$ cat config.mk
export PLATFORM = sky130hd
export DESIGN_NAME = wb_stage
export DESIGN_NICKNAME = d
export VERILOG_FILES = /design/src/rtl/wb_stage.sv
export SDC_FILE = /design/constraint.sdc
export NUM_CORES = 1
export LEC_CHECK = 0
export ABC_AREA = 1
export BUFFER_PORTS_ARGS = -buffer_cell sky130_fd_sc_hd__buf_2
export CORE_MARGIN = 5
export CORE_UTILIZATION = 24
export CTS_CLUSTER_DIAMETER = 80
export CTS_CLUSTER_SIZE = 28
export DETAILED_ROUTE_END_ITERATION = 8
export PLACE_DENSITY = 0.44
export SYNTH_ARGS = -nofsm -noshare
export SYNTH_HDL_FRONTEND = slang
export SYNTH_SLANG_ARGS = --single-unit
$ cat constraint.sdc
create_clock -name clk -period 1.8 [get_ports clk]
set_clock_uncertainty 0.05 [all_clocks]
set_input_delay 0.09 -clock clk [delete_from_list [all_inputs] [get_ports clk]]
set_output_delay 0.09 -clock clk [all_outputs]
set_load 0.005 [all_outputs]
$ cat src/rtl/wb_stage.sv
// Writeback pipeline register: stores the memory-stage result and selects register-file write data.
// Optional retired-instruction counter on o_instret, built only when WB_INSTRET_EN is defined.
module wb_stage #(
  parameter int DATA_WIDTH = 32
) (
  input  logic                  clk,
  input  logic                  n_rst,
  input  logic                  i_valid,
  input  logic                  i_stall,
  input  logic                  i_flush,
  input  logic [4:0]            i_Rd,
  input  logic [DATA_WIDTH-1:0] i_MemOut,
  input  logic [DATA_WIDTH-1:0] i_DataOut,
  input  logic                  i_ctrl_RegWrite,
  input  logic                  i_ctrl_MemToReg,
  output logic                  o_RegWrite,
  output logic [4:0]            o_Rd,
  output logic [DATA_WIDTH-1:0] o_WriteData,
  output logic                  o_valid
`ifdef WB_INSTRET_EN
  ,
  output logic [63:0]           o_instret
`endif
);

  logic                  valid_reg, valid_next;
  logic                  reg_write_reg, reg_write_next;
  logic                  mem_to_reg_reg, mem_to_reg_next;
  logic [4:0]            rd_reg, rd_next;
  logic [DATA_WIDTH-1:0] mem_out_reg, mem_out_next;
  logic [DATA_WIDTH-1:0] data_out_reg, data_out_next;

  // A flush only kills valid/RegWrite; the data fields are held since a bubble never writes.
  always_comb begin
    valid_next      = valid_reg;
    reg_write_next  = reg_write_reg;
    mem_to_reg_next = mem_to_reg_reg;
    rd_next         = rd_reg;
    mem_out_next    = mem_out_reg;
    data_out_next   = data_out_reg;
    if (i_flush) begin
      valid_next     = 1'b0;
      reg_write_next = 1'b0;
    end else if (!i_stall) begin
      valid_next      = i_valid;
      reg_write_next  = i_ctrl_RegWrite;
      mem_to_reg_next = i_ctrl_MemToReg;
      rd_next         = i_Rd;
      mem_out_next    = i_MemOut;
      data_out_next   = i_DataOut;
    end
  end

  always_ff @(posedge clk or negedge n_rst) begin
    if (!n_rst) begin
      valid_reg      <= 1'b0;
      reg_write_reg  <= 1'b0;
      mem_to_reg_reg <= 1'b0;
      rd_reg         <= 5'd0;
      mem_out_reg    <= '0;
      data_out_reg   <= '0;
    end else begin
      valid_reg      <= valid_next;
      reg_write_reg  <= reg_write_next;
      mem_to_reg_reg <= mem_to_reg_next;
      rd_reg         <= rd_next;
      mem_out_reg    <= mem_out_next;
      data_out_reg   <= data_out_next;
    end
  end

  genvar gi;
  generate
    for (gi = 0; gi < DATA_WIDTH; gi++) begin : g_wdata
      assign o_WriteData[gi] = mem_to_reg_reg ? mem_out_reg[gi] : data_out_reg[gi];
    end
  endgenerate

  // x0 is hardwired to zero, so a write to it is suppressed here rather than in the register file.
  assign o_RegWrite = valid_reg & reg_write_reg & (rd_reg != 5'd0);
  assign o_Rd       = rd_reg;
  assign o_valid    = valid_reg;

`ifdef WB_INSTRET_EN
  logic [63:0] instret_reg, instret_next;

  // The instruction leaving the register retires even if a flush replaces it with a bubble.
  always_comb begin
    instret_next = instret_reg;
    if (valid_reg && !i_stall) instret_next = instret_reg + 64'd1;
  end

  always_ff @(posedge clk or negedge n_rst) begin
    if (!n_rst) instret_reg <= 64'd0;
    else        instret_reg <= instret_next;
  end

  assign o_instret = instret_reg;
`endif

endmodule

==> results of run 1 <==
-- worst paths after layout --
kind / startpoint / to / slack, ps / cells past startpoint
hold / removal: n_rst / o_Rd[2] / 210 / 2
setup / recovery: mem_to_reg_reg / o_WriteData[28] / 300 / 3
max in group asynchronous: n_rst / mem_out_reg[26] / 930 / 3
min in group clk: i_stall / o_valid / 210 / 3
hold reg to reg: mem_out_reg[25] / mem_out_reg[25] / 440 / 2
setup reg to reg: mem_to_reg_reg / mem_to_reg_reg / 860 / 3
-- final cells by class --
cell class                      instances  area, sq um
Multi-Input combinational cell        253         1100
Sequential cell                        72         1800
Fill cell                            1388         8220
Clock buffer                           14          274
Tap cell                              176          220
Inverter                               36          135
Timing Repair Buffer                  195         1390
-- per-layer routing --
metal	GRT usage, %	wire, um	vias to the layer above
met5	0	0	-
met4	6.57	240	0
met3	3.11	395	16
met2	20.6	4240	74
met1	13.9	4010	1412
li1	-	-	1570
-- report_power, final --
group | switching (uW) | internal, uW | leakage, uW
Sequential | 77.2 | 1820 | 0.000889
Clock | 633 | 1030 | 0.000135
Combinational | 431 | 402 | 0.00146
-- kinds of logic after synthesis --
logic type,synth area share (%)
buffers and inverters,9.42
DFF,56.3
and+or+nand+nor,18.3
AOI/OAI and AO/OA,15.9
-- placed cells by master, fill, tap and decap left out --
master and count:
buf_12 2, buf_2 113, buf_4 7, clkbuf_1 2, clkbuf_16 9, clkbuf_8 3
dfrtp_1 71, dfrtp_2 1, dlygate4sd3_1 73, inv_1 36, nand2_1 145, nand3_1 3
nor2_1 2, nor2_8 1, o21ai_0 92, o21ai_1 10
-- through the flow --
step | cells | power [uW]
detailed placement | 659 | 2660
global placement | 659 | 2650
CTS | 746 | 4490
global route | 746 | 4660
finish | 746 | 4400
floorplan | 387 | 2290
-- critical path, delay by kind of cell (launching register included) --
| kind | cells | cell delay [ps] |
|---|---|---|
| flip-flops | 1 | 390 |
| buffers and inverters | 2 | 380 |
| AO/OA/AOI/OAI | 1 | 250 |
-- what timing repair did --
item	in CTS	in global routing
hold buffers	73	0
resized for setup	0	0
hold endpoints to repair	108	0
==> impl_metrics.csv, run 1 <==
group,metric,value,unit
yosys,avgSynthCellArea,8.27,sq um
finish,antenna_cells,0,
clocking,root_buffer,"clkbuf_16",
sta,max_freq,668,MHz
setup_path,worstSetupStartpointType,"flip-flop",
placed_design,place_congestion,0.743,
global_route,grt_max_degree,55,
clocking,cts_tree,"built",
setup_path,path_cells,"buf_4 > o21ai_0 > buf_2",
routing,drc_errors,0,
sta,relSlewSlack,66.1,%
setup_path,endpoint_kind,"primary output",
sta,rsz0062_at_grt,"false",
sta,tns,0,ps
finish,area_delta_synth_final,53.7,%
yosys,yosys.area.top_type,"dfrtp_1",
pwr,power.leakage,0.00248,uW
sta,period_minus_slack,1500,ps
placed_design,pre_cts_slack,444,ps
yosys,yosysTopAreaCellShare,56.3,%
routing,initialDrtViolationCount,107,
global_route,antenna_found_initial,0,
sta,slew_violations,0,
routing,viasPerCell,4.12,
routing,wl_per_cell,11.9,um
placed_design,portBuffers,114,
hold_path,hold_path.class,"in2async",
yosys,yosysMostFrequentCell,"nand2_1",
finish,drive_gt1_share,23.9,%
routing,wirelength,8890,um
setup_path,cpPeakStageDelay,390,ps
placed_design,placed_area,3910,sq um
finish,final_area,4920,sq um
setup_path,crit_required,1660,ps
sta,hold_violations,0,
global_route,grt_pass1_vias,3375,
finish,final_core_util,37.4,%
floorplanning,die_area,15700,sq um
routing,num_vias,3072,
clocking,htree_num_levels,3,
setup_path,cp_slowest_cell,"dfrtp_2",
floorplanning,io_pins,115,
sta,setup_violations,0,
yosys,synth.distinct_cells,11,
clocking,cts_buffers,9,
clocking,post-cts-setup-buffers,0,
finish,nNetsFinal,643,
yosys,yosysWarnings,0,
setup_path,critPathKind,"reg2out",
yosys,syn-num-nets,463,
global_route,grtUsageTotal,12.1,%
floorplanning,rows,42,
yosys,synthTopCellsByCount,"nand2_1 (145), o21ai_0 (92), dfrtp_1 (72)",
pwr,irDropWorstVdd,0.509,mV
clocking,clk_path_buf_depth,2,
yosys,yosysSeqAreaShare,56.3,%
yosys,synthCells,387,
yosys,yosys-top-cells-area,"dfrtp_1 (56%), nand2_1 (17%), o21ai_0 (14%)",
global_route,grt_pass1_wl,15500,um
sta,tightest_slew,509,ps
sta,worst_slack,302,ps
clocking,clk_pin_slew,50,ps
setup_path,cp_max_fo,29,
yosys,ys_ff_latch,72,
sta,worst_hold_slack,207,ps
yosys,synth_flop_cell,"dfrtp_1",
routing,ant_nets,0,
routing,drt-pass1-iter-count,4,
status,status,"complete, no violations",
pwr,pwr_density_cell,894,nW/um^2
floorplanning,start_util,24.4,%
yosys,syn_area,3200,sq um
yosys,synth_edf_count,0,
placed_design,hpwlAfterDp,5760,um
global_route,grt_overflow,0,
clocking,cts.sinks,72,
floorplanning,die_w,125,um
setup_path,cp_data_arrival_time,1360,ps
sta,period_share,83.2,%
job,drv_cap,0,
clocking,clock_latency,340,ps
floorplanning,core-area,13100,sq um
floorplanning,die_h,125,um
yosys,synthArstFlopShare,100,%
Power figures use the tool's default switching activity.
==> inputs of run 2 (changes only) <==
Clock period 1.8 ns to 1.4 ns, I/O delays scaled along.
==> run 2 against run 1 <==
  * Total power increased by 33%
  * Wire length about the same
  * Die area did not move
  * Critical endpoint is now o_WriteData[10]
==> impl_metrics.csv, run 2 (synthesized netlist as in run 1, its figures left out) <==
group,metric,value,unit
status,status,"complete, no violations",
finish,drive_gt1_share,25.9,%
clocking,htree_num_levels,3,
placed_design,portBuffers,114,
clocking,clk_pin_slew,50,ps
setup_path,worstSetupStartpointType,"flip-flop",
finish,final_cells,751,
placed_design,dp_cells,662,
clocking,root_buffer,"clkbuf_16",
setup_path,cp_slowest_cell,"dfrtp_2",
routing,initialDrtViolationCount,119,
sta,period_share,97.7,%
placed_design,pre_cts_slack,339,ps
sta,rsz0062_at_grt,"true",
routing,viasPerCell,4.06,
sta,period_minus_slack,1370,ps
setup_path,critPathKind,"reg2out",
setup_path,path_cells,"buf_12 > o21ai_0 > buf_2",
global_route,antenna_found_initial,0,
placed_design,place_congestion,0.726,
setup_path,reg2reg_depth,3,
hold_path,hold_path.class,"in2async",
floorplanning,die_h,125,um
clocking,cts_buffers,9,
placed_design,placed_area,3970,sq um
pwr,pwr_density_cell,1160,nW/um^2
setup_path,cpPeakStageDelay,430,ps
job,drv_cap,0,
sta,hold_violations,0,
floorplanning,die_area,15700,sq um
sta,tns,0,ps
sta,setup_violations,0,
finish,antenna_cells,0,
routing,num_vias,3051,
clocking,cts.sinks,72,
sta,worst_slack,31.7,ps
setup_path,crit_required,1280,ps
setup_path,cp_data_arrival_time,1250,ps
routing,wl_per_cell,11.8,um
finish,nNetsFinal,646,
routing,ant_nets,0,
finish,fillers,1396,
pwr,irDropWorstVdd,0.565,mV
finish,area_delta_synth_final,57.2,%
pwr,power.leakage,0.00254,uW
floorplanning,core-area,13100,sq um
global_route,grtUsageTotal,12.0,%
global_route,grt_pass1_wl,15400,um
routing,drt-pass1-iter-count,4,
finish,multi_input_area,1120,sq um
finish,final_area,5030,sq um
floorplanning,start_util,24.4,%
clocking,clock_latency,330,ps
finish,ff_latch_area,1800,sq um
global_route,grt_pass1_vias,3248,
finish,layout_common_cells,"nand2_1 (144), buf_2 (113), dlygate4sd3_1 (73), dfrtp_1 (71), o21ai_0 (63)",
clocking,clk_path_buf_depth,2,
global_route,grt_max_degree,52,
finish,final_common_cell,"nand2_1",
sta,relSlewSlack,76.6,%
setup_path,endpoint_kind,"primary output",
floorplanning,die_w,125,um
setup_path,cp_max_fo,36,
sta,tightest_slew,351,ps
global_route,grt_overflow,0,
placed_design,hpwlAfterDp,6050,um
sta,max_freq,731,MHz
routing,drc_errors,0,
floorplanning,rows,42,
clocking,cts_tree,"built",
floorplanning,io_pins,115,
sta,slew_violations,0,
routing,wirelength,8890,um
pwr,power,5850,uW
## run 2: what timing repair did
item                                    in CTS  in global routing
setup buffers                                0                  0
endpoints found under the hold margin      144                  0
endpoints found under the setup margin      15                 32
hold buffers                                73                  0
resized for setup                           10                 25
## run 2: stage by stage
stage	utilization [%]	hold WS (ps)
2_1_floorplan	-	-276
3_3_place_gp	30.2	-73.3
3_5_place_dp	30.2	-74.3
4_1_cts	38.1	101
5_1_grt	38.3	140
6_report	38.3	114
## run 2: worst max-delay path, delay by kind of cell (launching register included)
kind / cells / cell delay, ps
AO/OA/AOI/OAI: 1 / 160
buffers and inverters: 2 / 300
flip-flops: 1 / 430
## run 2: path summary, 6_finish.rpt
| path | slack [ps] | endpoint | start |
|---|---|---|---|
| max | 30 | o_WriteData[10] | mem_to_reg_reg |
| min | 110 | o_Rd[3] | n_rst |
| max reg2reg | 480 | mem_to_reg_reg | mem_to_reg_reg |
| min reg2reg | 450 | mem_out_reg[16] | mem_out_reg[16] |
| max in group asynchronous | 630 | mem_out_reg[11] | n_rst |
| min in group clk | 180 | reg_write_reg | i_flush |
## run 2: power breakdown
| part | leakage [uW] | total, uW | internal (uW) | switching [uW] |
|---|---|---|---|---|
| clock network | 0.000155 | 2270 | 1430 | 832 |
| registers | 0.000889 | 2440 | 2340 | 104 |
| logic | 0.00150 | 1140 | 565 | 577 |
| total | 0.00254 | 5850 | 4340 | 1510 |
## run 2: final cells by class
type,instances,share of cell area (%)
well taps,176,4.38
inverters,36,2.69
clock inverters,2,0.199
repair buffers,198,28.8
clock buffers,14,5.85
flip-flops and latches,72,35.8
multi-input cells,253,22.2
## run 2: metal layers
metal,up-vias,wire length (um),track usage (%)
met4,0,214,6.12
met5,-,0,0
met3,14,412,2.90
met1,1385,3850,14.0
li1,1582,-,-
met2,70,4410,20.6
==> inputs of run 3 (changes only) <==
Settings changed: REMOVE_ABC_BUFFERS from default to 1.
==> run 3 against run 2 <==
  * Die area unchanged
  * Total power up 6.7%
  * Cell area up 0.62%
  * First-iteration DRC count down 1.7%
  * Sequential cell count unchanged
  * Critical path type unchanged
  * Largest cell class unchanged
  * Highest routed layer unchanged
==> impl_metrics.csv, run 3 (synthesized netlist as in run 1, its figures left out) <==
group,metric,value,unit
status,status,"complete, no violations",
setup_path,critPathKind,"reg2out",
setup_path,cp_slowest_cell,"dfrtp_2",
sta,slew_violations,0,
global_route,grt_overflow,0,
routing,drt-pass1-iter-count,4,
routing,wl_per_cell,11.6,um
clocking,clk_pin_slew,60,ps
floorplanning,rows,42,
placed_design,place_congestion,0.704,
pwr,power.leakage,0.00255,uW
placed_design,dp_cells,661,
routing,wirelength,8730,um
placed_design,placed_area,3940,sq um
clocking,post-cts-setup-buffers,0,
finish,final_core_util,38.5,%
clocking,cts_buffers,9,
finish,antenna_cells,0,
sta,relSlewSlack,76.2,%
floorplanning,die_h,125,um
setup_path,endpoint_kind,"primary output",
routing,ant_nets,0,
floorplanning,die_area,15700,sq um
sta,hold_violations,0,
setup_path,cp_data_arrival_time,1260,ps
setup_path,cpLargestDelayFamily,"flip-flops",
sta,rsz0062_at_grt,"true",
global_route,grtUsageTotal,11.8,%
finish,final_common_cell,"nand2_1",
finish,drive_gt1_share,25.4,%
finish,final_cells,750,
clocking,cts.sinks,72,
sta,setup_violations,0,
sta,period_minus_slack,1380,ps
setup_path,crit_required,1280,ps
sta,tightest_slew,357,ps
finish,layout_common_cells,"nand2_1 (144), buf_2 (113), dlygate4sd3_1 (73), dfrtp_1 (71), o21ai_0 (68)",
global_route,grt_pass1_wl,15400,um
floorplanning,io_pins,115,
clocking,htree_num_levels,3,
placed_design,hpwlAfterDp,5960,um
job,drv_cap,0,
clocking,cts_tree,"built",
clocking,clk_path_buf_depth,2,
global_route,grt_pass1_vias,3197,
floorplanning,die_w,125,um
routing,viasPerCell,4.06,
finish,area_delta_synth_final,58.1,%
setup_path,path_cells,"buf_12 > o21ai_0 > buf_2",
hold_path,hold_path.class,"in2async",
routing,num_vias,3047,
finish,fillers,1362,
pwr,irDropWorstVdd,0.782,mV
global_route,antenna_found_initial,0,
setup_path,rrSetupSlack,480,ps
floorplanning,core-area,13100,sq um
sta,worst_slack,22.3,ps
pwr,pwr_density_cell,1230,nW/um^2
sta,period_share,98.4,%
global_route,grt_max_degree,60,
sta,max_freq,726,MHz
setup_path,crit_buf_inv,2,
floorplanning,start_util,24.4,%
placed_design,pre_cts_slack,214,ps
placed_design,portBuffers,114,
finish,nNetsFinal,645,
finish,final_area,5060,sq um
setup_path,cpPeakStageDelay,430,ps
routing,drc_errors,0,
routing,initialDrtViolationCount,117,
setup_path,cp_max_fo,40,
clocking,root_buffer,"clkbuf_16",
setup_path,worstSetupStartpointType,"flip-flop",
clocking,clock_latency,320,ps
run 3: worst reg2reg max path: stages (launching register included):
cell	delay [ps]
dfrtp_2	430
buf_8	180
o21ai_0	80
nand2_1	70
run 3: per-stage QoR:
step / hold WS, ps / setup TNS, ps / total power [uW]
6_report: 153 / 0 / 6240
5_1_grt: 183 / -684 / 6650
4_1_cts: 142 / 0 / 6350
3_5_place_dp: -40.2 / 0 / 3430
3_3_place_gp: -40.2 / 0 / 3410
2_1_floorplan: -276 / -3060 / 2880
run 3: final cells by class:
class                      count  area (sq um)  share of cell area, %
sequential                    72          1800                   35.6
timing repair buffer         197          1440                   28.4
multi-input combinational    253          1110                   22.0
clock buffer                  11           253                   4.99
tap                          176           220                   4.35
inverter                      36           135                   2.67
clock inverter                 5           103                   2.03
run 3: power by group:
group | internal, uW | switching, uW
logic | 554 | 566
registers | 2340 | 107
clock network | 1830 | 843
total | 4730 | 1520
run 3: worst paths after layout:
check / from / end / cells after the start
min in group clk: i_stall / o_valid / 4
max reg2reg: mem_to_reg_reg / mem_to_reg_reg / 3
min: n_rst / data_out_reg[4] / 2
max: mem_to_reg_reg / o_WriteData[8] / 3
max in group asynchronous: n_rst / mem_to_reg_reg / 3
min reg2reg: mem_out_reg[25] / mem_out_reg[25] / 2
run 3: timing repair:
| item | in CTS | in global routing |
|---|---|---|
| endpoints found under the hold margin | 144 | 0 |
| hold buffers | 73 | 0 |
| gates resized for setup | 17 | 16 |
| setup endpoints to repair | 29 | 31 |
run 3: metal layers:
metal	up-vias	GRT usage [%]	wire, um	share of wire (%)
li1	1580	-	-	-
met1	1388	14.7	4140	47
met2	71	19.1	3930	45
met3	8	5.03	565	6.5
met4	0	2.68	86	0.99
met5	-	0	0	0
